### config.mk
export PLATFORM = sky130hd
export DESIGN_NAME = bram_march_tester
export DESIGN_NICKNAME = d
export VERILOG_FILES = /design/src/rtl/bram_march_tester.sv
export SDC_FILE = /design/constraint.sdc
export NUM_CORES = 1
export LEC_CHECK = 0
export CAP_MARGIN = 5
export CORE_ASPECT_RATIO = 0.5
export CORE_UTILIZATION = 25
export CTS_BUF_LIST = sky130_fd_sc_hd__clkbuf_4
export DETAILED_ROUTE_END_ITERATION = 7
export GPL_TIMING_DRIVEN = 0
export PLACE_DENSITY = 0.53
export SYNTH_ARGS = -nofsm -noshare
export SYNTH_HDL_FRONTEND = slang
export SYNTH_SLANG_ARGS = --single-unit
### constraint.sdc
create_clock -name clk -period 2.9 [get_ports clk]
set_clock_uncertainty 0.1 [all_clocks]
set_input_delay 0.435 -clock clk [delete_from_list [all_inputs] [get_ports clk]]
set_output_delay 0.435 -clock clk [all_outputs]
set_load 0.01 [all_outputs]
### src/rtl/bram_march_tester.sv
// Purpose: march-style self test for a 2**ADDR_W x DATA_W block RAM (write pattern, read back, compare; optional complemented pass).
// Latency: per phase 2*2**ADDR_W + RD_LAT cycles after the accept edge; done is a single-cycle pulse.
// Backpressure: none; start is sampled only in IDLE and ignored while busy or in DONE (no queuing).
module bram_march_tester #(
  parameter int               ADDR_W      = 8,
  parameter int               DATA_W      = 16,     // must equal 2*ADDR_W
  parameter logic [DATA_W-1:0] SEED       = 16'hA5C3,
  parameter int               RD_LAT      = 1,      // 1..4
  parameter bit               INVERT_PASS = 1'b1
) (
  input  logic              clk,
  input  logic              rst_n,
  input  logic              start,
  output logic              busy,
  output logic              done,
  output logic              pass,
  output logic [7:0]        err_count,
  output logic [ADDR_W-1:0] first_err_addr,
  output logic [ADDR_W-1:0] ram_waddr,
  output logic [DATA_W-1:0] ram_wdata,
  output logic              ram_we,
  output logic              ram_wclke,
  output logic [DATA_W-1:0] ram_mask,
  output logic [ADDR_W-1:0] ram_raddr,
  output logic              ram_re,
  output logic              ram_rclke,
  input  logic [DATA_W-1:0] ram_rdata
);

  typedef enum logic [2:0] {S_IDLE, S_WRITE, S_READ, S_DRAIN, S_DONE} state_t;

  localparam logic [ADDR_W-1:0] DRAIN_LAST = ADDR_W'(RD_LAT - 1);

  state_t              state;
  logic                phase;
  logic [ADDR_W-1:0]   cnt;

  logic [RD_LAT-1:0]   pipe_vld;
  logic [ADDR_W-1:0]   pipe_addr [RD_LAT];

  logic                mismatch;
  logic [7:0]          err_next;
  logic [ADDR_W-1:0]   fea_next;

  // Address-derived test word; phase 1 is the bitwise complement of phase 0.
  function automatic logic [DATA_W-1:0] pattern(input logic [ADDR_W-1:0] a, input logic ph);
    return {a, ~a} ^ SEED ^ {DATA_W{ph}};
  endfunction

  // Every bit is always written.
  assign ram_mask = '0;

  // Track issued read addresses so each returning word is compared against its own address.
  always_ff @(posedge clk) begin
    if (!rst_n) begin
      pipe_vld <= '0;
      for (int i = 0; i < RD_LAT; i++) pipe_addr[i] <= '0;
    end else begin
      pipe_vld[0]  <= ram_re;
      pipe_addr[0] <= ram_raddr;
      for (int i = 1; i < RD_LAT; i++) begin
        pipe_vld[i]  <= pipe_vld[i-1];
        pipe_addr[i] <= pipe_addr[i-1];
      end
    end
  end

  // Compare returning data and form the next error count / first failing address.
  always_comb begin
    err_next = err_count;
    fea_next = first_err_addr;
    mismatch = pipe_vld[RD_LAT-1] &&
               (ram_rdata != pattern(pipe_addr[RD_LAT-1], phase));
    if (mismatch) begin
      if (err_count != 8'hFF) err_next = err_count + 8'd1;
      if (err_count == 8'h00) fea_next = pipe_addr[RD_LAT-1];
    end
  end

  // Test sequencer; all status and RAM controls are registered here, set for the state being entered.
  always_ff @(posedge clk) begin
    if (!rst_n) begin
      state          <= S_IDLE;
      phase          <= 1'b0;
      cnt            <= '0;
      busy           <= 1'b0;
      done           <= 1'b0;
      pass           <= 1'b0;
      err_count      <= '0;
      first_err_addr <= '0;
      ram_waddr      <= '0;
      ram_wdata      <= '0;
      ram_we         <= 1'b0;
      ram_wclke      <= 1'b0;
      ram_raddr      <= '0;
      ram_re         <= 1'b0;
      ram_rclke      <= 1'b0;
    end else begin
      done           <= 1'b0;
      err_count      <= err_next;
      first_err_addr <= fea_next;
      case (state)
        S_IDLE: begin
          if (start) begin
            state          <= S_WRITE;
            phase          <= 1'b0;
            cnt            <= '0;
            busy           <= 1'b1;
            pass           <= 1'b0;
            err_count      <= '0;
            first_err_addr <= '0;
            ram_we         <= 1'b1;
            ram_wclke      <= 1'b1;
            ram_waddr      <= '0;
            ram_wdata      <= pattern('0, 1'b0);
          end
        end
        S_WRITE: begin
          if (cnt == '1) begin
            state     <= S_READ;
            cnt       <= '0;
            ram_we    <= 1'b0;
            ram_wclke <= 1'b0;
            ram_re    <= 1'b1;
            ram_rclke <= 1'b1;
            ram_raddr <= '0;
          end else begin
            cnt       <= cnt + 1'b1;
            ram_waddr <= cnt + 1'b1;
            ram_wdata <= pattern(cnt + 1'b1, phase);
          end
        end
        S_READ: begin
          if (cnt == '1) begin
            state     <= S_DRAIN;
            cnt       <= '0;
            ram_re    <= 1'b0;
            ram_rclke <= 1'b0;
          end else begin
            cnt       <= cnt + 1'b1;
            ram_raddr <= cnt + 1'b1;
          end
        end
        S_DRAIN: begin
          // The last read's comparison lands on the final drain cycle, so pass uses err_next.
          if (cnt == DRAIN_LAST) begin
            cnt <= '0;
            if (INVERT_PASS && !phase) begin
              state     <= S_WRITE;
              phase     <= 1'b1;
              ram_we    <= 1'b1;
              ram_wclke <= 1'b1;
              ram_waddr <= '0;
              ram_wdata <= pattern('0, 1'b1);
            end else begin
              state <= S_DONE;
              done  <= 1'b1;
              busy  <= 1'b0;
              pass  <= (err_next == 8'h00);
            end
          end else begin
            cnt <= cnt + 1'b1;
          end
        end
        S_DONE: begin
          state <= S_IDLE;
        end
        default: begin
          state <= S_IDLE;
        end
      endcase
    end
  end

endmodule

==> key figures, run 1 <==
Global route
  – Vias in the first global route: 2,896
  – Largest net degree at the start of global routing: 13
  – Gr usage total: 13.5%
  – Grt ovf: 0
  – First-pass GRT wire length: 15.2 mm
  – Initial antenna violation count: 0

Pwr
  – Maximum VDD drop: 0.000175 V
  – Register share of total power: 42.1%
  – P_leak: 0.00183 uW
  – Int Pwr: 1650 uW
  – Clk pwr share: 20.4%
  – Power per cell area: 560 mW/mm^2
  – Comb power frac: 37.4%
  – Switching share of total power: 37.9%
  – Sw Pwr: 1000 uW

Synthesis
  – Compound-Gate Fraction of Synth Area: 16.5%
  – Average size of a mapped cell: 9.04 um^2
  – #FFs+latches synth: 70
  – Asr flop ratio synth: 0%
  – Post-synthesis cell type count: 65
  – Post-synthesis cell count: 398
  – Cell Area, Synth: 0.00360 mm^2
  – Synth Area in XOR/XNOR: 8.52%
  – Synth Flop Type: dfxtp_1
  – YS warnings: 0
  – Largest family of logic cells by synthesized area: simple AND/OR/NAND/NOR gates
  – Number of synthesized flops with an enable pin: 0
  – Mux cell area share after synthesis: 3.38%
  – Post-synthesis sequential area ratio: 39.0%
  – Adder-cell area share of the yosys netlist: 1.39%
  – Area fraction in and, or, nand and nor cells after synthesis: 22.1%

CTS
  – CTS root buffer: clkbuf_4
  – CTS tree: built
  – CTS resizes: 0
  – # Post-CTS Setup Buffers: 0
  – Worst-path clk slew: 0.13 ns
  – Num CTS Buffers: 9
  – CTS sink count: 70
  – Clock Tree Buf Depth: 2
  – Clk Latency, worst-skew pair: 0.43 ns
  – H-tree depth: 3
  – Hold buffer count at cts: 0

Timing
  – Slew margin rel.: 50.8%
  – Highest clock rate: 385 MHz
  – Final TNS setup: 0 ns
  – RSZ-0062 raised after global routing: false
  – Final setup viols: 0
  – Period minus WS final: 2.60 ns
  – Final Max Tran Viols: 0
  – Period utilisation layout: 89.6%
  – Worst Max-Slew Pin Slew: 0.732 ns
  – Hold Fails Final Rpt: 0

Setup path
  – Setup crit start kind: flop
  – Setup slack, reg-to-reg: 0.30 ns
  – Crit Path Class: flop to flop
  – End of the critical path: pass$_SDFFE_PN0P_
  – R2r worst-path depth: 8
  – Reg-to-reg startpoint: cnt[0]$_SDFFE_PN0P_
  – RR Endpoint: pass$_SDFFE_PN0P_
  – Setup crit end kind: flop
  – Max FO, Critical Path: 7
  – Arr. time, crit path: 2.87 ns
  – CP required: 3.17 ns
  – CP Launch Point: cnt[0]$_SDFFE_PN0P_

Cells and area
  – Layout cells sized above 1: 13.5%
  – Nets: 520
  – Footprint of the multi-input gates: 0.00193 mm^2
  – Final-layout fill cell count: 1,463
  – Design Area, Final: 0.00474 mm^2
  – Ant diodes: 0
  – Area grow syn2layout: 31.7%
  – Register Area: 0.00140 mm^2

Flow run
  – Max cap viols: 0

Route
  – Post-DR vias/cell: 4.44
  – Vias: 3,082
  – # DRC: 0
  – Final wirelength: 9.57 mm
  – Routed Antenna Nets: 0
  – DRT iter0 DRCs: 188
  – First drt pass iteration count: 4
  – Drt wl/cell: 13.8 um

Floorplan
  – I/O pin count: 90
  – Die H: 86.8 um
  – Initial Util: 26.1%
  – Core box area: 0.0138 mm^2
  – Die ar.: 0.0149 mm^2
  – Die W: 172 um
  – Row cnt: 30

Placement
  – DP Wirelength: 7.21 mm
  – RD Place Congestion: 0.807
  – DP Area: 0.00462 mm^2
  – Port buffer count: 73

Run status
  – Status: finished clean

Min path
  – HP Class: flop to flop
-- cell type report --
type                    count  share of cell area, %
plain buffers              41                   5.63
clock buffers               9                   1.43
clock inverters             7                  0.872
inverters                  15                   1.19
multi-input cells         287                   40.8
flip-flops and latches     70                   29.6
well taps                 192                   5.07
repair buffers             73                   15.4
-- metal layers --
metal | vias to the layer above | share of wire [%] | GRT usage (%)
li1 | 1556 | - | -
met1 | 1447 | 50 | 18.5
met2 | 70 | 44 | 20.7
met3 | 9 | 5.1 | 3.65
met4 | 0 | 1.1 | 3.81
met5 | - | 0 | 0
-- state kept, by name (all words and copies together), names as in the netlist, 3 cells and up --
| signal | count |
|---|---|
| cnt | 8 |
| err_count | 8 |
| first_err_addr | 8 |
| pipe_addr | 8 |
| ram_raddr | 8 |
| ram_waddr | 8 |
| ram_wdata | 12 |
| state | 3 |
-- worst min path at each step --
stage | endpoint | cells past startpoint | slack [ns] | from
CTS | ram_wdata[12]$_SDFFE_PN0P_ | 2 | 0.37 | ram_wdata[12]$_SDFFE_PN0P_
global route | ram_wdata[7]$_SDFFE_PN0P_ | 2 | 0.40 | ram_wdata[7]$_SDFFE_PN0P_
floorplan | pipe_addr[0][1]$_SDFF_PN0_ | 2 | 0.37 | ram_raddr[1]$_SDFFE_PN0P_
finish | ram_wdata[11]$_SDFFE_PN0P_ | 2 | 0.37 | ram_wdata[11]$_SDFFE_PN0P_
global placement | ram_wdata[12]$_SDFFE_PN0P_ | 2 | 0.35 | ram_wdata[12]$_SDFFE_PN0P_
detailed placement | ram_wdata[11]$_SDFFE_PN0P_ | 2 | 0.35 | ram_wdata[11]$_SDFFE_PN0P_
-- cells in the mapped netlist, types with 3 or more instances --
cell type / n / area [um^2]
nand2_1: 29 / 109
dfxtp_1: 70 / 1400
o211a_1: 7 / 70.1
mux2i_1: 11 / 110
nand4_1: 8 / 50.1
a21boi_1: 3 / 22.5
o211ai_1: 5 / 37.5
a21oi_1: 8 / 40.0
nor2b_1: 22 / 138
nand3_1: 11 / 55.1
a21boi_0: 7 / 52.6
xor2_1: 14 / 123
buf_2: 6 / 30.0
nor3_1: 13 / 65.1
clkbuf_1: 9 / 33.8
xnor2_1: 21 / 184
o21ai_0: 11 / 55.1
o2bb2ai_1: 5 / 43.8
ha_1: 4 / 50.1
inv_1: 15 / 56.3
and3_1: 5 / 31.3
a22oi_1: 10 / 75.1
buf_4: 23 / 173
and2_1: 5 / 31.3
o22ai_1: 4 / 25.0
nand2b_1: 3 / 18.8
o211ai_2: 3 / 37.5
nor2_1: 23 / 86.3
-- power groups by stage --
stage               clock (uW)  combinational, uW  sequential [uW]
global route               608               1090             1130
CTS                        562                997             1120
floorplan                    0                633             1150
detailed placement           0                995             1140
finish                     542                993             1120
global placement             0                994             1140
-- worst max-delay path, stage by stage (launching register included) --
cell      delay (ns)
dfxtp_1         0.42
inv_1           0.17
ha_1            0.15
or4b_1          0.47
or2_1           0.30
nor2_2          0.18
nand3_1         0.18
a311oi_1        0.38
a31o_1          0.20
-- per-stage QoR --
stage	hold WS, ns	instances	setup WS [ns]	total power, uW	utilization [%]
after floorplan	0.369	413	0.714	1780	-
after global placement	0.347	678	0.0968	2130	33.6
after detailed placement	0.351	678	0.105	2130	33.6
after CTS	0.369	694	0.103	2680	34.4
after global routing	0.401	694	0.109	2830	34.4
final	0.366	694	0.302	2650	34.4
-- placed cells by master (no fill, tap or decap), types with 4 or more instances in the layout --
cell and instances:
a21boi_0 7, a21oi_1 8, a22oi_1 10, and2_1 5
and3_1 5, buf_2 6, buf_4 23, clkbuf_1 9
clkbuf_4 9, clkdlybuf4s50_1 73, conb_1 16, dfxtp_1 70
ha_1 4, inv_1 15, mux2i_1 11, nand2_1 29
nand3_1 11, nand4_1 8, nor2_1 23, nor2b_1 22
nor3_1 12, o211a_1 7, o211ai_1 5, o21ai_0 11
o22ai_1 4, o2bb2ai_1 5, xnor2_1 21, xor2_1 14
-- cells by family after synthesis --
logic type | count (synthesis)
AOI/OAI and AO/OA | 76
xor gates and xnor gates | 35
adders and majority gates | 4
buffers and inverters | 56
DFF | 70
muxes | 12
other | 1
and+or+nand+nor | 144
Power figures use the tool's default switching activity.
==> run 2: changes to the inputs <==
- CORE_ASPECT_RATIO: 0.5 -> 0.8
- CORE_MARGIN: default -> 10
- clock period: 2.9 -> 2.6 ns (I/O delays scaled with it)
==> run 2 against run 1 <==
Net effect:
- combinational power up 14%
- clock-buffer cell count unchanged
- flip-flop and latch count unchanged
- non-clock buffer count unchanged
- clock power up 50%
- power up 20%
- largest power group unchanged
==> key figures, run 2 (synthesis gave the netlist of run 1 again) <==
Route
  – DRT iter0 DRCs: 134 (-29%)
  – Vias: 3,100 (+0.58%)
  – Routed Antenna Nets: 0 (unchanged)
  – First drt pass iteration count: 5 (+1)
  – # DRC: 0 (unchanged)
  – Final wirelength: 10.2 mm (+7.0%)
  – Drt wl/cell: 14.9 um (+8.1%)
  – Post-DR vias/cell: 4.51 (+1.6%)

Global route
  – Gr usage total: 10.1% (-3.4 points)
  – Initial antenna violation count: 1 (+1)
  – Vias in the first global route: 2,930 (+1.2%)
  – Grt ovf: 0 (unchanged)
  – Largest net degree at the start of global routing: 14 (+1)
  – First-pass GRT wire length: 16.0 mm (+5.2%)

Timing
  – Final Max Tran Viols: 0 (unchanged)
  – Highest clock rate: 412 MHz (+7.0%)
  – Worst Max-Slew Pin Slew: 0.739 ns (+0.00749 ns)
  – Period minus WS final: 2.43 ns (-0.170 ns)
  – Hold Fails Final Rpt: 0 (unchanged)
  – Final setup viols: 0 (unchanged)
  – RSZ-0062 raised after global routing: false
  – Period utilisation layout: 93.4% (+3.8 points)
  – Slew margin rel.: 50.3% (-0.50 points)
  – Setup ws final: 0.172 ns (-0.130 ns)

Placement
  – DP Area: 0.00461 mm^2 (-0.22%)
  – Port buffer count: 73 (unchanged)
  – RD Place Congestion: 0.881 (+9.2%)
  – DP Wirelength: 8.02 mm (+11%)
  – Dpl ws: -0.165 ns (-0.270 ns)

Pwr
  – Register share of total power: 39.2% (-2.9 points)
  – Power per cell area: 665 mW/mm^2 (+19%)
  – P_leak: 0.00186 uW (+1.5%)
  – Switching share of total power: 35.9% (-2.0 points)
  – Int Pwr: 2050 uW (+24%)
  – Comb power frac: 35.2% (-2.2 points)
  – Clk pwr share: 25.5% (+5.1 points)
  – Maximum VDD drop: 0.000269 V (+54%)
  – Sw Pwr: 1150 uW (+14%)

CTS
  – Hold buffer count at cts: 0 (unchanged)
  – Num CTS Buffers: 9 (unchanged)
  – Worst-path clk slew: 0.13 ns (about the same)
  – Clock Tree Buf Depth: 2 (unchanged)
  – H-tree depth: 3 (unchanged)
  – # Post-CTS Setup Buffers: 0 (unchanged)
  – CTS tree: built
  – Clk Latency, worst-skew pair: 0.43 ns (about the same)
  – CTS root buffer: clkbuf_4
  – CTS sink count: 70 (unchanged)

Floorplan
  – Core box area: 0.0142 mm^2 (+3.1%)
  – Initial Util: 25.3% (-0.78 points)
  – Die ar.: 0.0196 mm^2 (+32%)
  – Die W: 154 um (-10%)
  – Die H: 127 um (+47%)
  – Row cnt: 39 (+30%)
  – I/O pin count: 90 (unchanged)

Cells and area
  – Design Area, Final: 0.00480 mm^2 (+1.3%)
  – Most common cell after layout, fill and taps aside: clkdlybuf4s50_1
  – Nets: 520 (unchanged)
  – Utilization after layout: 33.8% (-0.58 points)
  – Most frequent cells in the layout: clkdlybuf4s50_1, dfxtp_1, nand2_1
  – Layout cells sized above 1: 14.5% (+1.0 points)
  – Largest register by flop count: ram_wdata
  – Area grow syn2layout: 33.5%
  – Max reg flops: 12 (unchanged)

Setup path
  – Max FO, Critical Path: 10 (+3)
  – Crit Path Class: flop to flop
  – CP required: 2.87 ns (-0.30 ns)
  – Setup crit end kind: flop
  – Setup crit start kind: flop
  – Arr. time, crit path: 2.70 ns (-0.17 ns)

Min path
  – HP Class: flop to flop

Run status
  – Status: finished clean

Flow run
  – Max cap viols: 0 (unchanged)
run 2: cell types whose count changed in the layout (fill, tap and decap cells not counted), sizes merged:
| cell | before | now |
|---|---|---|
| clkinv | 5 | 1 |
| inv | 15 | 17 |
| diode | 0 | 1 |
| bufinv | 0 | 2 |
run 2: layer usage:
| layer | wire [um] | global-route usage, % |
|---|---|---|
| met1 | 4940 | 13.3 |
| met2 | 4570 | 15.3 |
| met3 | 604 | 3.32 |
| met4 | 121 | 2.94 |
| met5 | 0 | 0 |
run 2: what timing repair did:
action                     in CTS  in global routing
setup endpoints to repair       1                 20
pin swaps                       0                  1
gates resized for setup         1                  6
run 2: critical path, stage by stage (launching register included):
cell	delay [ns]
dfxtp_1	0.32
buf_2	0.17
inv_1	0.22
nor2_1	0.08
o2bb2ai_1	0.14
a41oi_2	0.43
buf_2	0.29
nand4_1	0.12
a311oi_2	0.32
a31o_1	0.17
run 2: worst paths after layout:
| check | startpoint | to | slack, ns | cells past startpoint |
|---|---|---|---|---|
| max | phase$_SDFFE_PN0P_ | pass$_SDFFE_PN0P_ | 0.17 | 9 |
| max reg2reg | phase$_SDFFE_PN0P_ | pass$_SDFFE_PN0P_ | 0.17 | 9 |
| min | ram_wdata[12]$_SDFFE_PN0P_ | ram_wdata[12]$_SDFFE_PN0P_ | 0.36 | 2 |
| min reg2reg | ram_wdata[12]$_SDFFE_PN0P_ | ram_wdata[12]$_SDFFE_PN0P_ | 0.36 | 2 |
run 2: area by class of cell:
cell class | count | area [um^2]
fill | 1480 | 9400
clock inverter | 7 | 96.3
inverter | 15 | 56.3
clock buffer | 9 | 67.6
tap | 184 | 230
antenna | 1 | 2.50
multi-input combinational | 287 | 1950
buffer | 41 | 268
sequential | 70 | 1400
timing repair buffer | 73 | 731
run 2: power by group through the flow:
stage | Clock, uW | Combinational [uW] | Sequential (uW)
after floorplan | 0 | 706 | 1280
after global placement | 0 | 1110 | 1270
after detailed placement | 0 | 1110 | 1270
after CTS | 843 | 1120 | 1250
after global routing | 884 | 1240 | 1270
final | 815 | 1130 | 1250
run 2: through the flow:
stage          hold WS (ns)  TNS, ns  power, uW  cells
2_1_floorplan         0.369        0       1980    413
3_3_place_gp          0.343    -1.11       2380    670
3_5_place_dp          0.346    -1.73       2390    670
4_1_cts               0.365        0       3210    686
5_1_grt               0.381        0       3390    687
6_report              0.361        0       3190    687
==> run 3: changes to the inputs <==
- CTS_CLUSTER_DIAMETER: default -> 200
==> results of run 3 <==
The final DEF is identical to that of run 2; final timing and power are the same.
